## src/rtl/a2d_arb_pkg.sv

```systemverilog
// ---------------------------------------------------------------------------
// a2d_arb_pkg
// Shared types and constants for the A2D arbiter.
//   state_t        : arbiter FSM states
//   CHNNL_*        : A2D channel numbers of the IR sensor pairs
//   GAP_CYC_DEF    : default settle gap between conversions (cycles)
//   TMO_CYC_DEF    : default cnv_cmplt timeout (cycles)
// ---------------------------------------------------------------------------
package a2d_arb_pkg;

   typedef enum logic [1:0] {
      IDLE  = 2'd0,
      START = 2'd1,
      WAIT  = 2'd2,
      GAP   = 2'd3
   } state_t;

   // IR sensor channel map on the shared A2D (left/right of each pair)
   localparam logic [2:0] CHNNL_IR_IN_L  = 3'd1;
   localparam logic [2:0] CHNNL_IR_IN_R  = 3'd0;
   localparam logic [2:0] CHNNL_IR_MID_L = 3'd4;
   localparam logic [2:0] CHNNL_IR_MID_R = 3'd2;
   localparam logic [2:0] CHNNL_IR_OUT_L = 3'd3;
   localparam logic [2:0] CHNNL_IR_OUT_R = 3'd7;

   localparam int GAP_CYC_DEF = 32;
   localparam int TMO_CYC_DEF = 4096;

endpackage

```

## src/rtl/a2d_arb_rr_pick.sv

```systemverilog
// ---------------------------------------------------------------------------
// rr_pick
// Combinational round-robin selector.
//   req   in  NREQ  pending requests
//   ptr   in  PW    index of the last requester served
//   found out 1     at least one request pending
//   idx   out PW    winner: first set req bit at ptr+1, ptr+2, ... mod NREQ
// ---------------------------------------------------------------------------
module rr_pick #(
   parameter int NREQ = 3,
   parameter int PW   = $clog2(NREQ)
) (
   input  logic [NREQ-1:0] req,
   input  logic [PW-1:0]   ptr,
   output logic            found,
   output logic [PW-1:0]   idx
);

   logic [PW-1:0] cand;

   // Walk the offsets from farthest to nearest so the requester closest
   // after ptr is written last and therefore wins.
   always_comb begin
      found = 1'b0;
      idx   = '0;
      cand  = '0;
      for (int off = NREQ; off >= 1; off--) begin
         cand = PW'((int'(ptr) + off) % NREQ);
         if (req[cand]) begin
            found = 1'b1;
            idx   = cand;
         end
      end
   end

endmodule

```

## src/rtl/a2d_arb.sv

```systemverilog
// ---------------------------------------------------------------------------
// a2d_arb
// Round-robin arbiter sharing one A2D converter among NREQ requesters.
// One conversion per grant, result returned with a one-cycle ack, then a
// settle gap; a timeout aborts a conversion whose cnv_cmplt never arrives.
//   clk, rst   : clock, synchronous active-high reset
//   req        : level requests, held until ack
//   req_chnnl  : 3-bit channel per requester at [3i+2:3i]
//   ack        : one-cycle pulse to the granted requester
//   res, tmo   : result / timeout flag, valid with ack
//   busy       : high whenever not idle
//   strt_cnv   : one-cycle start pulse to the A2D
//   chnnl      : channel to the A2D, held through the conversion
//   cnv_cmplt  : A2D done pulse, A2D_res valid with it
// ---------------------------------------------------------------------------
module a2d_arb
   import a2d_arb_pkg::*;
#(
   parameter int NREQ    = 3,
   parameter int GAP_CYC = GAP_CYC_DEF,
   parameter int TMO_CYC = TMO_CYC_DEF
) (
   input  logic              clk,
   input  logic              rst,
   input  logic [NREQ-1:0]   req,
   input  logic [3*NREQ-1:0] req_chnnl,
   output logic [NREQ-1:0]   ack,
   output logic [11:0]       res,
   output logic              tmo,
   output logic              busy,
   output logic              strt_cnv,
   output logic [2:0]        chnnl,
   input  logic              cnv_cmplt,
   input  logic [11:0]       A2D_res
);

   localparam int PW = $clog2(NREQ);
   localparam int CW = $clog2((TMO_CYC > GAP_CYC) ? TMO_CYC : GAP_CYC);

   state_t            state_q, state_d;
   logic [PW-1:0]     ptr_q, ptr_d;
   logic [PW-1:0]     gnt_q, gnt_d;
   logic [2:0]        chnnl_q, chnnl_d;
   logic [NREQ-1:0]   ack_q, ack_d;
   logic              tmo_q, tmo_d;
   logic [11:0]       res_q, res_d;
   logic [CW-1:0]     cnt_q, cnt_d;

   logic              pick_found;
   logic [PW-1:0]     pick_idx;

   rr_pick #(
      .NREQ (NREQ),
      .PW   (PW)
   ) u_rr_pick (
      .req   (req),
      .ptr   (ptr_q),
      .found (pick_found),
      .idx   (pick_idx)
   );

   // Next-state logic. The single down-counter serves both the timeout
   // (loaded with TMO_CYC-2 in START so the terminal count lands on the
   // last WAIT cycle) and the settle gap (loaded with GAP_CYC-1 on leaving
   // WAIT so GAP lasts exactly GAP_CYC cycles). cnv_cmplt is tested before
   // the terminal count so a completion on that cycle still wins.
   always_comb begin
      state_d = state_q;
      ptr_d   = ptr_q;
      gnt_d   = gnt_q;
      chnnl_d = chnnl_q;
      ack_d   = '0;
      tmo_d   = 1'b0;
      res_d   = res_q;
      cnt_d   = cnt_q;
      case (state_q)
         IDLE: begin
            if (pick_found) begin
               gnt_d = pick_idx;
               for (int i = 0; i < NREQ; i++) begin
                  if (pick_idx == PW'(i)) begin
                     chnnl_d = req_chnnl[3*i +: 3];
                  end
               end
               state_d = START;
            end
         end
         START: begin
            cnt_d   = CW'(TMO_CYC - 2);
            state_d = WAIT;
         end
         WAIT: begin
            if (cnv_cmplt) begin
               res_d        = A2D_res;
               ack_d[gnt_q] = 1'b1;
               tmo_d        = 1'b0;
               ptr_d        = gnt_q;
               cnt_d        = CW'(GAP_CYC - 1);
               state_d      = GAP;
            end else if (cnt_q == '0) begin
               res_d        = 12'h000;
               ack_d[gnt_q] = 1'b1;
               tmo_d        = 1'b1;
               ptr_d        = gnt_q;
               cnt_d        = CW'(GAP_CYC - 1);
               state_d      = GAP;
            end else begin
               cnt_d = cnt_q - CW'(1);
            end
         end
         GAP: begin
            if (cnt_q == '0) begin
               state_d = IDLE;
            end else begin
               cnt_d = cnt_q - CW'(1);
            end
         end
         default: begin
            state_d = IDLE;
         end
      endcase
   end

   // State and datapath registers. The pointer resets to the last
   // requester so requester 0 is the first one searched.
   always_ff @(posedge clk) begin
      if (rst) begin
         state_q <= IDLE;
         ptr_q   <= PW'(NREQ - 1);
         gnt_q   <= '0;
         chnnl_q <= '0;
         ack_q   <= '0;
         tmo_q   <= 1'b0;
         res_q   <= '0;
         cnt_q   <= '0;
      end else begin
         state_q <= state_d;
         ptr_q   <= ptr_d;
         gnt_q   <= gnt_d;
         chnnl_q <= chnnl_d;
         ack_q   <= ack_d;
         tmo_q   <= tmo_d;
         res_q   <= res_d;
         cnt_q   <= cnt_d;
      end
   end

   assign ack      = ack_q;
   assign tmo      = tmo_q;
   assign res      = res_q;
   assign chnnl    = chnnl_q;
   assign busy     = (state_q != IDLE);
   assign strt_cnv = (state_q == START);

endmodule

```

## config.mk

```make
export PLATFORM = sky130hd
export DESIGN_NAME = a2d_arb
export DESIGN_NICKNAME = d
export VERILOG_FILES = /design/src/rtl/a2d_arb_pkg.sv /design/src/rtl/a2d_arb_rr_pick.sv /design/src/rtl/a2d_arb.sv
export SDC_FILE = /design/constraint.sdc
export NUM_CORES = 1
export LEC_CHECK = 0
export CORE_MARGIN = 4
export CORE_UTILIZATION = 53
export DETAILED_ROUTE_END_ITERATION = 8
export PLACE_DENSITY = 0.92
export SLEW_MARGIN = 20
export SYNTH_ARGS = -nofsm -noshare
export SYNTH_HDL_FRONTEND = slang
export SYNTH_SLANG_ARGS = --single-unit
```

## constraint.sdc

```tcl
create_clock -name clk -period 5.8 [get_ports clk]
set_clock_uncertainty 0.05 [all_clocks]
set_input_delay 0.58 -clock clk [delete_from_list [all_inputs] [get_ports clk]]
set_output_delay 0.58 -clock clk [all_outputs]
set_load 0.02 [all_outputs]
```

==> run_results.csv, run 1 <==
group,metric,value,unit
detailed_routing,routedWlPerCell,16.5,µm
place,dp_hpwl,3600,µm
grt,grt_usage,23.3,%
cells_and_area,drive_gt1_share,10.3,%
place,numPortBuffers,47,
pwr,p_sw,0.479,mW
cells_and_area,fill_cells,259,
min_path,hold_class,"reg -> reg",
pwr,p_leak,0.975,nW
detailed_routing,post_drt_via_cell_ratio,6.09,
detailed_routing,drt_pre_antenna_iters,4,
cts,cts.htree.levels,2,
timing,fin_crit_sh,43.9,%
status,status,"complete, no violations",
worst_setup_path,path_max_fanout,11,
yosys,synth_seq_cells,37,
detailed_routing,ant_nets,0,
floorplanning,start_util,56.5,%
worst_setup_path,end_kind,"primary output",
cts,root_buffer,"clkbuf_8",
yosys,yosysSeqAreaShare,38.1,%
yosys,yosys_warnings,0,
timing,relSlewSlack,46.2,%
yosys,ys_types,54,
grt,grt_pass1_wl,8130,µm
worst_setup_path,critPathKind,"reg -> out",
floorplanning,pin_count,48,
pwr,peakVddDrop,0.000247,V
cts,cts.clk_slew.worst_paths,0.08,ns
pwr,switching_share,42.5,%
cells_and_area,final_common_cell,"clkdlybuf4s50_1",
cells_and_area,num_antenna_cells,0,
floorplanning,die-area,4700,µm²
grt,antenna_found_initial,0,
cells_and_area,layout_common_cells,"clkdlybuf4s50_1, dfxtp_1, nor2_1, a22o_1, inv_1",
detailed_routing,num_vias,1871,
cts,cts_tree,"yes",
cts,clkSinkCount,37,
floorplanning,die_h,68.6,µm
cts,ctsResizeCount,0,
pwr,p_comb_share,49.1,%
yosys,postSynthCellCount,215,
cells_and_area,areaGrowthSynthToFinish,30.3,%
yosys,syn_avg_cell_area,9.04,µm²
timing,finalSetupViolations,0,
yosys,syn_nets,249,
cells_and_area,stdcell_area,2530,µm²
floorplanning,design.core.area,3440,µm²
cells_and_area,nets,294,
detailed_routing,wirelength,5050,µm
place,gp_congestion,0.906,
pwr,pwr_density_cell,445,nW/µm²
floorplanning,die_w,68.6,µm
pwr,clock_power_share,17.0,%
pwr,p_seq_share,33.9,%
timing,fin_tns_setup,0,ns
timing,worst_pin_slew,0.804,ns
yosys,synth_edf_count,0,
worst_setup_path,startpoint_type,"flop",
timing,hold_viol,0,
grt,first_global_vias,1740,
floorplanning,rows,21,
worst_setup_path,cp.arrival,1.91,ns
worst_setup_path,required,5.17,ns
timing,rsz0062_at_grt,"false",
pwr,p_int,0.648,mW
timing,fin_crit,2.54,ns
place,postPlaceCellArea,2430,µm²
job,drv_cap,0,
yosys,synth-async-reset-ratio,0,%
cts,cts_made_buffers,5,
cts,clock_path_buffers,2,
grt,grt_max_degree,21,
detailed_routing,remaining_drc_errors,0,
yosys,synth_ff_type,"dfxtp_1",
timing,drv_slew,0,
grt,grt_overflow_total,0,
cts,hold_buffers,0,
yosys,syn-cell-area,1940,µm²
detailed_routing,drt_first_iter_violations,149,
timing,fmax,0.393,GHz
cts,clock_latency,0.30,ns
cts,post_cts_buffers,0,
[power groups by stage]
stage          registers [mW]  logic (mW)  clock network (mW)
3_5_place_dp            0.385       0.536                   0
4_1_cts                 0.380       0.541               0.194
5_1_grt                 0.389       0.610               0.205
2_1_floorplan           0.391       0.375                   0
3_3_place_gp            0.382       0.522                   0
6_report                0.382       0.553               0.192
[stage by stage]
step	worst slack, ns	utilization [%]	cells	hold slack [ns]	power (mW)
final	3.26	73.5	307	0.433	1.13
after global routing	3.19	73.5	307	0.442	1.20
after CTS	3.27	73.3	307	0.430	1.11
after detailed placement	3.25	70.5	299	0.410	0.921
after global placement	3.25	70.5	299	0.405	0.904
after floorplan	3.65	-	215	0.391	0.765
[sequential cells by signal, summed over array words and instances, names as in the netlist]
register / flops
tmo: 1
gnt_q: 2
state_q: 2
ack: 3
cnt_q: 12
ptr_q: 2
res: 12
chnnl: 3
[critical path, cell delays in order (launching register included)]
cell	delay, ns
dfxtp_1	0.40
inv_1	0.08
ha_1	0.38
inv_1	0.14
clkdlybuf4s50_1	0.61
[routing by layer]
| metal | GRT usage, % | wire [µm] | vias up |
|---|---|---|---|
| met1 | 29.7 | 2190 | 862 |
| met5 | 0 | 0 | - |
| met4 | 11.4 | 123 | 0 |
| li1 | - | - | 902 |
| met2 | 36.4 | 2400 | 94 |
| met3 | 5.83 | 341 | 13 |
[cells by family (layout without fill, tap and decap cells)]
family	count (synthesis)	count (layout)	share of synthesized area [%]
muxes	7	7	3.67
AOI/OAI and AO/OA	63	63	25.0
buffers and inverters	20	66	4.38
adders and majority gates	8	8	5.02
and+or+nand+nor	79	79	23.4
xor gates and xnor gates	1	1	0.451
DFF	37	37	38.1
[final cells by class]
class	count	area (µm²)	share of cell area, %
multi-input cells	158	1120	44.4
flip-flops and latches	37	741	29.3
repair buffers	47	470	18.6
clock buffers	6	82.6	3.26
well taps	46	57.6	2.27
inverters	11	41.3	1.63
clock inverters	2	13.8	0.544
[Yosys cell counts, types with 6 or more instances]
library cell | n | area [µm²]
nor3_1 | 6 | 30.0
nor2_1 | 29 | 109
o21ai_0 | 6 | 30.0
clkbuf_1 | 6 | 22.5
inv_1 | 11 | 41.3
a21oi_1 | 8 | 40.0
nand2_1 | 7 | 26.3
mux2i_1 | 6 | 60.1
a22o_1 | 12 | 105
dfxtp_1 | 37 | 741
ha_1 | 7 | 87.6
[path summary, 6_finish.rpt]
check / slack, ns / cells after the start / endpoint / start
worst max-delay path: 3.26 / 4 / busy / state_q[0]$_SDFFE_PP0P_
worst min-delay path: 0.43 / 1 / res[6]$_SDFFE_PP0P_ / res[6]$_SDFFE_PP0P_
worst max register to register: 3.38 / 7 / cnt_q[9]$_SDFFE_PP0P_ / cnt_q[0]$_SDFFE_PP0P_
worst min register to register: 0.43 / 1 / res[6]$_SDFFE_PP0P_ / res[6]$_SDFFE_PP0P_
Power figures use the tool's default switching activity.
==> inputs of run 2 (changes only) <==
--- a/config.mk
+++ b/config.mk
@@ -6,9 +6,9 @@
 export NUM_CORES = 1
 export LEC_CHECK = 0
 export CORE_MARGIN = 4
-export CORE_UTILIZATION = 53
+export CORE_UTILIZATION = 44
 export DETAILED_ROUTE_END_ITERATION = 8
-export PLACE_DENSITY = 0.92
+export PLACE_DENSITY = 0.82
 export SLEW_MARGIN = 20
 export SYNTH_ARGS = -nofsm -noshare
 export SYNTH_HDL_FRONTEND = slang
==> constraint.sdc (replaced) <==
create_clock -name clk -period 2.1 [get_ports clk]
set_clock_uncertainty 0.05 [all_clocks]
set_input_delay 0.21 -clock clk [delete_from_list [all_inputs] [get_ports clk]]
set_output_delay 0.21 -clock clk [all_outputs]
set_load 0.02 [all_outputs]
==> run_results.csv, run 2 (synthesized netlist as in run 1, its figures left out) <==
group,metric,value,unit
status,status,"finished with violations",
status,violations,"setup timing",
worst_setup_path,end_kind,"flop",
timing,relSlewSlack,41.9,%
cells_and_area,stdcell_area,2830,µm²
detailed_routing,routedWlPerCell,14.8,µm
grt,grt_usage,17.9,%
min_path,hold_class,"reg -> reg",
timing,fin_crit_sh,102,%
cells_and_area,drive_gt1_share,23.9,%
timing,fin_hold_ws,0.426,ns
detailed_routing,ant_nets,0,
cells_and_area,areaGrowthSynthToFinish,45.8,%
cts,clock_latency,0.29,ns
grt,first_global_vias,1838,
pwr,pwr_density_cell,1240,nW/µm²
cts,cts_tree,"yes",
timing,finalSetupViolations,2,
cells_and_area,multi_input_area,1170,µm²
place,numPortBuffers,47,
cells_and_area,nets,326,
worst_setup_path,startpoint_type,"flop",
pwr,p_total,3.50,mW
grt,antenna_found_initial,0,
timing,fin_crit,2.14,ns
grt,grt_pass1_wl,7900,µm
floorplanning,die_w,74.5,µm
detailed_routing,drt_first_iter_violations,80,
detailed_routing,post_drt_via_cell_ratio,5.69,
floorplanning,rows,23,
pwr,p_leak,1.13,nW
cells_and_area,num_antenna_cells,0,
cts,cts.clk_slew.worst_paths,0.08,ns
timing,worst_slack,-0.0402,ns
detailed_routing,wirelength,5070,µm
timing,hold_viol,0,
timing,fin_tns_setup,-0.0584,ns
cts,hold_buffers,0,
place,gp_congestion,0.886,
cells_and_area,layout_common_cells,"clkdlybuf4s50_1, dfxtp_1, buf_4, nor2_1, a22o_1",
cts,cts_made_buffers,5,
grt,grt_overflow_total,0,
pwr,peakVddDrop,0.000670,V
cts,clock_path_buffers,2,
cells_and_area,final_common_cell,"clkdlybuf4s50_1",
floorplanning,die_h,74.5,µm
timing,drv_slew,0,
worst_setup_path,required,2.26,ns
job,drv_cap,0,
place,dpl.cell_count,326,
timing,worst_pin_slew,0.868,ns
cells_and_area,regArea,744,µm²
pwr,switching_share,39.1,%
pwr,p_seq_share,29.6,%
pwr,p_int,2.13,mW
floorplanning,design.core.area,4140,µm²
cts,cts.htree.levels,2,
floorplanning,start_util,46.9,%
worst_setup_path,critPathKind,"reg -> reg",
detailed_routing,remaining_drc_errors,0,
place,dp_hpwl,3740,µm
detailed_routing,drt_pre_antenna_iters,4,
grt,grt_max_degree,16,
floorplanning,die-area,5540,µm²
cells_and_area,finish.utilization,68.4,%
pwr,clock_power_share,17.6,%
cells_and_area,instances_no_fill,343,
worst_setup_path,path_max_fanout,7,
detailed_routing,num_vias,1951,
worst_setup_path,cp.arrival,2.30,ns
cells_and_area,fill_cells,330,
pwr,p_sw,1.37,mW
timing,rsz0062_at_grt,"true",
place,pre_cts_slack,-0.0480,ns
cts,clkSinkCount,37,
floorplanning,pin_count,48,
place,postPlaceCellArea,2620,µm²
pwr,p_comb_share,52.8,%
timing,fmax,0.467,GHz
cts,root_buffer,"clkbuf_8",
[run 2: area by class of cell]
| type | count | area share (%) |
|---|---|---|
| Tap cell | 50 | 2.21 |
| Clock inverter | 3 | 1.63 |
| Timing Repair Buffer | 78 | 24.8 |
| Clock buffer | 5 | 2.43 |
| Inverter | 11 | 1.46 |
| Multi-Input combinational cell | 159 | 41.2 |
| Sequential cell | 37 | 26.3 |
[run 2: power groups by stage]
stage	clock network [mW]	logic, mW	registers [mW]
floorplan	0	1.05	1.08
global placement	0	1.67	1.04
detailed placement	0	1.70	1.05
CTS	0.625	1.73	1.03
global route	0.655	2.01	1.06
finish	0.616	1.85	1.04
[run 2: final timing paths]
| check | from | end | slack [ns] | depth (start not counted) |
|---|---|---|---|---|
| min | res[2]$_SDFFE_PP0P_ | res[2]$_SDFFE_PP0P_ | 0.43 | 1 |
| min reg2reg | res[2]$_SDFFE_PP0P_ | res[2]$_SDFFE_PP0P_ | 0.43 | 1 |
| max | ptr_q[0]$_SDFFE_PP0P_ | chnnl[1]$_SDFFE_PP0P_ | -0.04 | 7 |
| max reg2reg | ptr_q[0]$_SDFFE_PP0P_ | chnnl[1]$_SDFFE_PP0P_ | -0.04 | 7 |
[run 2: routing by layer]
layer | vias to the layer above | track usage, % | routed length, µm
met1 | 898 | 22.4 | 2370
li1 | 969 | - | -
met5 | - | 0 | 0
met3 | 9 | 4.59 | 334
met2 | 75 | 31.0 | 2300
met4 | 0 | 3.95 | 59
[run 2: what timing repair did]
| item | CTS | global route |
|---|---|---|
| cloned | 0 | 1 |
| resized for setup | 3 | 8 |
| setup endpoints to repair | 5 | 24 |
| pin swaps | 1 | 8 |
| setup buffers | 1 | 7 |
[run 2: critical path, stage by stage, from the launching register on]
cell      delay [ns]
dfxtp_2         0.36
inv_2           0.05
ha_4            0.23
or2_1           0.22
a311oi_2        0.33
o211ai_2        0.21
or4b_4          0.54
o211ai_1        0.09
==> inputs of run 3 (changes only) <==
--- a/config.mk
+++ b/config.mk
@@ -8,6 +8,7 @@
 export CORE_MARGIN = 4
 export CORE_UTILIZATION = 44
 export DETAILED_ROUTE_END_ITERATION = 8
+export GPL_TIMING_DRIVEN = 0
 export PLACE_DENSITY = 0.82
 export SLEW_MARGIN = 20
 export SYNTH_ARGS = -nofsm -noshare
==> run_results.csv, run 3 (synthesized netlist as in run 1, its figures left out) <==
group,metric,value,unit
grt,antenna_found_initial,0,
timing,drv_slew,0,
pwr,p_total,3.47,mW
worst_setup_path,r2r-start,"cnt_q[0]$_SDFFE_PP0P_",
timing,hold_viol,0,
worst_setup_path,path_max_fanout,4,
cts,root_buffer,"clkbuf_8",
timing,fin_crit_sh,99.2,%
floorplanning,die_w,74.5,µm
status,status,"complete, no violations",
timing,finalSetupViolations,0,
pwr,p_leak,1.06,nW
worst_setup_path,cp_num_buf_inv,1,
cts,cts.htree.levels,2,
detailed_routing,drt_pre_antenna_iters,4,
place,numPortBuffers,47,
worst_setup_path,rr_worst_depth,6,
worst_setup_path,rrSetupSlack,0.02,ns
cells_and_area,num_antenna_cells,0,
detailed_routing,routedWlPerCell,16.0,µm
detailed_routing,ant_nets,0,
cts,clock_path_buffers,2,
place,gp_congestion,0.894,
worst_setup_path,r2r-end,"cnt_q[11]$_SDFFE_PP0P_",
detailed_routing,wirelength,5260,µm
min_path,worst_hold_path.endpoint,"res[9]$_SDFFE_PP0P_",
job,drv_cap,0,
cells_and_area,finish.utilization,66.5,%
detailed_routing,post_drt_via_cell_ratio,5.91,
timing,fin_crit,2.08,ns
min_path,hold_class,"reg -> reg",
cells_and_area,areaGrowthSynthToFinish,41.9,%
worst_setup_path,end_kind,"flop",
floorplanning,die_h,74.5,µm
grt,grt_max_degree,14,
cells_and_area,final_common_cell,"clkdlybuf4s50_1",
place,dp_hpwl,3530,µm
floorplanning,rows,23,
timing,relSlewSlack,63.3,%
worst_setup_path,slowest_stage,"or4_4",
worst_setup_path,required,2.23,ns
pwr,peakVddDrop,0.000754,V
cts,cts_tree,"yes",
timing,fin_tns_setup,0,ns
cells_and_area,nets,313,
min_path,whs_path_depth,1,
worst_setup_path,critPathTopFamily,"simple AND/OR/NAND/NOR gates",
cts,cts_made_buffers,5,
worst_setup_path,critPathLaunch,"cnt_q[0]$_SDFFE_PP0P_",
pwr,pwr_density_cell,1260,nW/µm²
timing,worst_pin_slew,0.546,ns
grt,grt_usage,18.5,%
detailed_routing,num_vias,1950,
floorplanning,start_util,46.9,%
min_path,hp-start,"res[9]$_SDFFE_PP0P_",
worst_setup_path,worstPathCellList,"buf_4 > or3_4 > or4_4 > or4_4 > o2111ai_2 > o21ai_2",
worst_setup_path,critPathKind,"reg -> reg",
cts,clock_latency,0.29,ns
cells_and_area,drive_gt1_share,21.4,%
floorplanning,design.core.area,4140,µm²
detailed_routing,remaining_drc_errors,0,
grt,grt_overflow_total,0,
grt,first_global_vias,1752,
worst_setup_path,cp_common_cell,"or4_4",
worst_setup_path,startpoint_type,"flop",
timing,fmax,0.480,GHz
grt,grt_pass1_wl,8050,µm
detailed_routing,drt_first_iter_violations,91,
cts,cts.clk_slew.worst_paths,0.08,ns
floorplanning,die-area,5540,µm²
worst_setup_path,cpPeakStageDelay,0.45,ns
timing,rsz0062_at_grt,"true",
worst_setup_path,cp.arrival,2.22,ns
cts,clkSinkCount,37,
floorplanning,pin_count,48,
cells_and_area,layout_common_cells,"clkdlybuf4s50_1, dfxtp_1, nor2_1, a22o_1, buf_4",
-- run 3: metrics by stage --
step	hold slack (ns)	std cells	worst slack [ns]	area [µm²]
2_1_floorplan	0.237	215	0.0366	1960
3_3_place_gp	0.405	312	-0.181	2490
3_5_place_dp	0.405	312	-0.210	2490
4_1_cts	0.422	325	0.00194	2680
5_1_grt	0.449	330	-0.0709	2760
6_report	0.427	330	0.0172	2760
-- run 3: layout make-up --
| class | count | area, µm² |
|---|---|---|
| clock buffers | 5 | 68.8 |
| inverters | 11 | 41.3 |
| repair buffers | 58 | 552 |
| flip-flops and latches | 37 | 748 |
| well taps | 50 | 62.6 |
| multi-input cells | 158 | 1200 |
| fillers | 342 | 1390 |
| plain buffers | 8 | 41.3 |
| clock inverters | 3 | 46.3 |
-- run 3: worst max-delay path by stage --
stage                              end  depth (start not counted)
2_1_floorplan    chnnl[1]$_SDFFE_PP0P_                          8
3_3_place_gp       res[9]$_SDFFE_PP0P_                          8
3_5_place_dp       res[2]$_SDFFE_PP0P_                          8
4_1_cts        state_q[1]$_SDFFE_PP0P_                          8
5_1_grt          ptr_q[1]$_SDFFE_PP1P_                          8
6_report        cnt_q[11]$_SDFFE_PP0P_                          6
-- run 3: layer usage --
metal,part of all wire [%],global-route usage [%],vias up
met3,9.4,4.73,7
met1,44,23.6,915
met2,46,31.3,86
met4,1.0,4.15,0
li1,-,-,942
met5,0,0,-
-- run 3: repair_timing --
action	CTS	global route
hold endpoints to repair	0	0
buffers inserted	6	5
cloned	0	0
pin swaps	4	12
gates resized for setup	8	16
endpoints found under the setup margin	27	30
hold buffers	0	0
-- run 3: power breakdown --
group          switching [mW]  total, mW  internal, mW
registers               0.177       1.06         0.880
logic                   0.962       1.79         0.824
clock network           0.275      0.631         0.355
total                    1.41       3.47          2.06
